`src/rtl/ppm_byte_assembler.sv`:
```
// Packs four 2-bit 4-PPM symbols MSB-first into a byte and hands it to the
// next stage over valid/ready. Reports symbol errors, overruns and counts bytes per frame.
module ppm_byte_assembler #(
  parameter int SYM_TIMEOUT = 24,
  parameter int TO_W        = 5
) (
  input  logic       clk16,
  input  logic       rst,
  input  logic       frame_en,
  input  logic [2:0] sym_in,
  input  logic       sym_finish,
  output logic [7:0] byte_out,
  output logic       byte_valid,
  input  logic       byte_ready,
  output logic       sym_err,
  output logic       overrun,
  input  logic       err_clr,
  output logic [7:0] byte_cnt
);

  localparam logic [TO_W-1:0] TO_LAST = TO_W'(SYM_TIMEOUT - 1);

  logic [1:0]      sym_idx_reg;
  logic [5:0]      shift_reg;
  logic [TO_W-1:0] to_cnt_reg;
  logic            frame_en_d_reg;
  logic [7:0]      byte_out_reg;
  logic            byte_valid_reg;
  logic            sym_err_reg;
  logic            overrun_reg;
  logic [7:0]      byte_cnt_reg;

  logic       accept;
  logic       invalid;
  logic       timeout;
  logic       complete;
  logic       frame_start;
  logic       out_free;
  logic [7:0] full_byte;
  logic [7:0] cnt_inc;

  always_comb begin
    accept      = frame_en && sym_finish && !sym_in[2];
    invalid     = frame_en && sym_finish && sym_in[2];
    timeout     = frame_en && (sym_idx_reg != 2'd0) && !sym_finish &&
                  (to_cnt_reg == TO_LAST);
    complete    = accept && (sym_idx_reg == 2'd3);
    frame_start = frame_en && !frame_en_d_reg;
    out_free    = !byte_valid_reg || byte_ready;
    full_byte   = {shift_reg, sym_in[1:0]};
    cnt_inc     = (byte_cnt_reg == 8'hFF) ? 8'hFF : byte_cnt_reg + 8'd1;
  end

  // Symbol packing and inter-symbol timeout.
  always_ff @(posedge clk16) begin
    if (rst) begin
      sym_idx_reg    <= 2'd0;
      shift_reg      <= 6'd0;
      to_cnt_reg     <= '0;
      frame_en_d_reg <= 1'b0;
      sym_err_reg    <= 1'b0;
    end else begin
      frame_en_d_reg <= frame_en;
      sym_err_reg    <= invalid || timeout;
      if (!frame_en || invalid || timeout) begin
        sym_idx_reg <= 2'd0;
        shift_reg   <= 6'd0;
        to_cnt_reg  <= '0;
      end else if (accept) begin
        to_cnt_reg <= '0;
        if (sym_idx_reg == 2'd3) begin
          sym_idx_reg <= 2'd0;
          shift_reg   <= 6'd0;
        end else begin
          sym_idx_reg <= sym_idx_reg + 2'd1;
          shift_reg   <= {shift_reg[3:0], sym_in[1:0]};
        end
      end else if (sym_idx_reg != 2'd0) begin
        to_cnt_reg <= to_cnt_reg + 1'b1;
      end else begin
        to_cnt_reg <= '0;
      end
    end
  end

  // Output register, overrun flag and per-frame byte counter.
  always_ff @(posedge clk16) begin
    if (rst) begin
      byte_out_reg   <= 8'h00;
      byte_valid_reg <= 1'b0;
      overrun_reg    <= 1'b0;
      byte_cnt_reg   <= 8'h00;
    end else begin
      if (complete && out_free) begin
        byte_out_reg   <= full_byte;
        byte_valid_reg <= 1'b1;
        byte_cnt_reg   <= frame_start ? 8'd1 : cnt_inc;
      end else begin
        if (byte_valid_reg && byte_ready)
          byte_valid_reg <= 1'b0;
        if (frame_start)
          byte_cnt_reg <= 8'd0;
      end
      // A drop in the same cycle as err_clr keeps the flag set.
      if (complete && !out_free)
        overrun_reg <= 1'b1;
      else if (err_clr)
        overrun_reg <= 1'b0;
    end
  end

  assign byte_out   = byte_out_reg;
  assign byte_valid = byte_valid_reg;
  assign sym_err    = sym_err_reg;
  assign overrun    = overrun_reg;
  assign byte_cnt   = byte_cnt_reg;

endmodule

```
`config.mk`:
```
export PLATFORM = sky130hd
export DESIGN_NAME = ppm_byte_assembler
export DESIGN_NICKNAME = d
export VERILOG_FILES = /design/src/rtl/ppm_byte_assembler.sv
export SDC_FILE = /design/constraint.sdc
export NUM_CORES = 1
export LEC_CHECK = 0
export ABC_AREA = 1
export CAP_MARGIN = 20
export CORE_ASPECT_RATIO = 0.6
export CORE_UTILIZATION = 50
export DETAILED_ROUTE_END_ITERATION = 8
export GPL_ROUTABILITY_DRIVEN = 0
export PLACE_DENSITY = 0.88
export SLEW_MARGIN = 20
export SYNTH_ARGS = -nofsm -noshare
export SYNTH_HDL_FRONTEND = slang
export SYNTH_SLANG_ARGS = --single-unit
export TNS_END_PERCENT = 5
```
`constraint.sdc`:
```
create_clock -name clk16 -period 1.5 [get_ports clk16]
set_clock_uncertainty 0.05 [all_clocks]
set_input_delay 0.375 -clock clk16 [delete_from_list [all_inputs] [get_ports clk16]]
set_output_delay 0.375 -clock clk16 [all_outputs]
set_load 0.02 [all_outputs]
```
## Word-level counts from Yosys, hierarchy flattened

Index checks and enable logic that the tools add are counted.

- Bitwise operators: 1
- Equal/unequal tests: 3
- $add $sub $neg: 3
- Mux-type cells: 10
- Reduce and logical (&&, ||, !) cells: 27

Operators by type and width:

| cell | count |
|---|---|
| 2-to-1 mux 8 bit | 4 |
| logical AND 1 bit | 11 |
| adder 8 x 1 -> 8 bit (second input constant) | 1 |
| equality test 8 bit (second input constant) | 1 |
| nonzero test 2 bit | 4 |
| logical NOT 1 bit | 6 |
| 2-to-1 mux 6 bit | 1 |
| adder 5 x 1 -> 5 bit (second input constant) | 1 |
| equality test 5 bit (second input constant) | 1 |
| logical OR 1 bit | 4 |
| 2-to-1 mux 1 bit | 4 |
| OR reduction 4 bit | 1 |
| adder 2 x 1 -> 2 bit (second input constant) | 1 |
| equality test 2 bit (second input constant) | 1 |
| 2-to-1 mux 2 bit | 1 |
| OR reduction 2 bit | 1 |
| NOT 1 bit | 1 |

- Input bits: 9
- Output and inout bits: 19
- Register bits after elaboration: 33
- Word-level logic and storage cells: 53

## Depth between registers and ports, before layout

- Word-level depth: 6
- Depth in mapped cells: 8

## Least setup slack after synthesis

No wires, ideal clock.

- Kind: reg-to-reg
- From: reg byte_cnt_reg[0], in the netlist byte_cnt[0]
- To: reg byte_cnt_reg[2], in the netlist byte_cnt[2]
- Cell stages (with the launch flop): 8
- Slack: 49 ps
- Arrival time: 1332 ps
- Clock period less this slack: 1451 ps
- Cell sequence: dfxtp_1 -> ha_1 -> nand2_1 -> nor2_1 -> nand2_1 -> o21ai_0 -> nand2_1 -> a21oi_2

- Word-level cells in the longest chain between the ends: 4

Ends and longest elaborated chain:

| item | RTL line | RTL |
|---|---|---|
| start: declaration | 31 | `logic [7:0] byte_cnt_reg;` |
| start signal: assignment | 97 | `byte_cnt_reg <= frame_start ? 8'd1 : cnt_inc;` |
| adder 8 x 1 -> 8 bit or equality test 8 bit (tied branches) | 51 | `cnt_inc = (byte_cnt_reg == 8'hFF) ? 8'hFF : byte_cnt_reg + 8'd1;` |
| 2-to-1 mux 8 bit * | 51 |  |
| 2-to-1 mux 8 bit * | 97 |  |
| 2-to-1 mux 8 bit * | 94 | `if (complete && out_free) begin` |

Every way passes the cells marked *; elsewhere a longest branch is shown, timed or not.
A chain may end at the register's enable or synchronous reset.

## Final worst setup path

- From: reg byte_cnt_reg[0], in the netlist byte_cnt[0]
- To: out byte_cnt[0]

RTL lines:

| item | RTL line | RTL |
|---|---|---|
| end: declaration | 18 | `output logic [7:0] byte_cnt` |

No word-level cell between the ends.

==> impl_metrics.py <==
metrics = {
    "timing": {
        "setup_slack_ps": 63.78,
        "min_period_ps": 1436,
        "highest_achievable_clock_rate_ghz": 0.6963,
        "timing.final.setup_violations": 0,
        "slew_violations": 0,
        "post-route-period-util_pct": 95.75,
        "relative_slew_margins_pct": 79.98,
        "hold_viol": 0,
        "worst_hold_margin_ps": 401.0,
        "worst-slew-pin-transition_ps": 298.0,
    },
    "cells_and_area": {
        "number_of_antenna_diodes": 0,
        "layout.area.seq_um2": 660.6,
        "multi_input_area_um2": 783.3,
        "post_route_cells_drive_above_1_share_pct": 22.83,
        "fillers": 193,
        "num-nets-final": 266,
        "synthToLayoutAreaGrowth_pct": 39.93,
    },
    "routing": {
        "detail_route.first_pass.iterations": 4,
        "detail_routed_net_length_per_standard_cell_um": 12.22,
        "route.vias.total": 1471,
        "postRouteAntennaNets": 0,
        "routed_via_density": 5.003,
        "route.final.wire_length_mm": 3.594,
        "drc": 0,
        "drt_iter0_markers": 63,
    },
    "yosys": {
        "count_of_yosys_warnings_during_synthesis": 0,
        "synthesis.instances": 195,
        "mappedNetlistNets": 208,
        "synth_top_cell_by_area": "dfxtp_1",
        "synth_cell_types": 24,
        "synth.area.top_cells": "dfxtp_1, nor2_1, nand2_1, inv_1, o21ai_0",
        "synth-async-reset-ratio_pct": 0,
        "synth_sequential_area_ratio_pct": 43.93,
        "synth_edf_count": 0,
        "ys.flop_type": "dfxtp_1",
        "post_synth_instance_area_um2": 1504,
        "synth_area_per_cell_um2": 7.713,
        "ys_ff_latch": 33,
        "netlist.area_leader.share_pct": 43.93,
    },
    "setup_path": {
        "path_cells": "dlygate4sd2_1",
        "critical_path_depth": 1,
        "worst_path_largest_cell_delay_ps": 360,
        "worst_r2r_path_depth": 7,
        "cp_max_fo": 3,
        "critical_path.slowest_cell": "dfxtp_1",
        "required_ps": 1070,
        "critPathCaptureType": "output port",
        "timing.critical_path.max_delay_family": "flip-flops",
        "ff2ff_setup_slack_ps": 110,
        "worstPathBufferInverterCount": 1,
        "crit_arrival_ps": 1010,
        "worstReg2RegEnd": "byte_cnt[7]",
        "worstSetupPathType": "reg -> out",
        "timing.rr.start": "sym_idx_reg[1]",
        "cp-start-kind": "register",
    },
    "global_route": {
        "globalRouteOverflowTotal": 0,
        "grt_first_pass_wirelength_mm": 5.761,
        "maximum_number_of_pins_on_one_net_before_global_route_repair": 13,
        "antenna_found_initial": 0,
        "groute.usage.overall_pct": 24.33,
        "grt_pass1_vias": 1304,
    },
    "floorplanning": {
        "floorplan.die.width_um": 72.81,
        "initial_utilization_pct": 56.12,
        "fp-row-count": 14,
        "top_level_ports": 28,
        "design.core.area_um2": 2680,
        "die_height_um": 44.48,
        "floorplan.die_area_um2": 3238,
    },
    "clocking": {
        "cts_buffers": 5,
        "ctsRootBufferMaster": "clkbuf_8",
        "cts_max_path_buffers": 2,
        "source_to_sink_clock_delay_at_the_later_pin_of_the_worst_skew_pair_ps": 290,
        "clk_transition_reported_paths_ps": 60,
        "tritoncts": "yes",
        "number_of_clock_sinks": 33,
        "cts.htree.levels": 2,
    },
    "hold_path": {
        "worst_hold_path.num_cells": 1,
        "hold_end": "to_cnt_reg[0]",
        "hp-class": "reg -> reg",
        "timing.hold.worst.start": "to_cnt_reg[0]",
    },
    "placed_design": {
        "detailedPlace.worstSlack_ps": -389.3,
        "dp_hpwl_mm": 2.650,
        "port_buffers": 27,
    },
    "pwr": {
        "max-vdd-ir-drop_v": 0.0007242,
        "power.density_cell_area_nw_per_um2": 780.4,
        "power.leakage_nw": 0.9173,
    },
    "job": {
        "max_capacitance_violation_total": 0,
    },
    "status": {
        "status": "completed",
    },
}
layout make-up:
cell class	instances	area share, %
clock buffer	6	3.448
clock inverter	2	0.4756
inverter	20	3.686
multi-input combinational	141	37.22
sequential	33	31.39
tap	40	2.378
timing repair buffer	52	21.40
worst max-delay path by stage:
| stage | startpoint | end |
|---|---|---|
| 6_report | byte_cnt[0] | byte_cnt[0] |
| 5_1_grt | byte_ready | byte_cnt[6] |
| 4_1_cts | sym_finish | byte_cnt[7] |
| 3_5_place_dp | frame_en | shift_reg[2] |
| 3_3_place_gp | frame_en | byte_cnt[1] |
| 2_1_floorplan | byte_cnt[0] | byte_cnt[2] |
layer usage:
layer / up-vias / part of all wire (%) / global-route usage [%]
met2: 54 / 45 / 39.44
met4: 0 / 0.86 / 7.059
met3: 4 / 7.0 / 7.517
met5: - / 0 / 0
met1: 664 / 47 / 31.69
li1: 749 / - / -
synth_stat cells (2+ instances only):
library cell / count
a21oi_1: 10
a21oi_2: 5
a22oi_1: 6
dfxtp_1: 33
ha_1: 4
inv_1: 18
nand2_1: 37
nand3_1: 11
nor2_1: 38
nor2_2: 2
nor2_4: 3
nor2_8: 2
nor3_1: 4
o21ai_0: 12
placed cells by master (no fill, tap or decap), types with 2 or more instances in the layout:
cell type        netlist  final
o21ai_0               12     12
nor3_1                 4      3
inv_2                  1      2
ha_1                   4      3
nor2_4                 3      3
nand3_1               11     10
a21oi_1               10      8
dlygate4sd2_1          0     21
nand3_2                0      2
a22oi_1                6      6
clkinv_2               0      2
clkbuf_8               0      5
nand2_2                1      2
a21oi_2                5      7
buf_4                  0     23
inv_1                 18     17
nand2_1               37     36
nor2_2                 2      2
nor2_1                38     38
nor2_8                 2      2
dfxtp_1               33     33
clkdlybuf4s50_1        0      5
what timing repair did:
action / 4_1_cts / 5_1_grt
cloned: 0 / 1
setup buffers: 0 / 1
hold buffers: 0 / 0
endpoints found under the setup margin: 44 / 27
pin swaps: 2 / 6
gates resized for setup: 23 / 7
metrics by stage:
step | cells | area, µm² | setup TNS (ps) | power (mW) | util [%]
final | 294 | 2105 | 0 | 1.642 | 78.52
after floorplan | 195 | 1504 | 0 | 0.9463 | -
after CTS | 292 | 2067 | -24.73 | 1.636 | 77.12
after global routing | 294 | 2105 | -12.83 | 1.689 | 78.52
after global placement | 284 | 2002 | -7916 | 1.011 | 74.70
after detailed placement | 284 | 2002 | -9941 | 1.014 | 74.70
power breakdown:
part,switching [mW],total (mW),internal [mW],leakage (nW)
combinational,0.0619,0.116,0.0542,0.606
clock,0.324,0.645,0.321,0.0450
sequential,0.00220,0.882,0.879,0.266
kinds of logic after synthesis:
group           synth area share [%]
flops                          43.93
buf+inv                        6.156
xor+xnor                      0.5825
fa+ha+maj                      3.328
simple gates                   32.20
compound gates                 13.81
No activity file was read; power rests on OpenSTA's default activity.
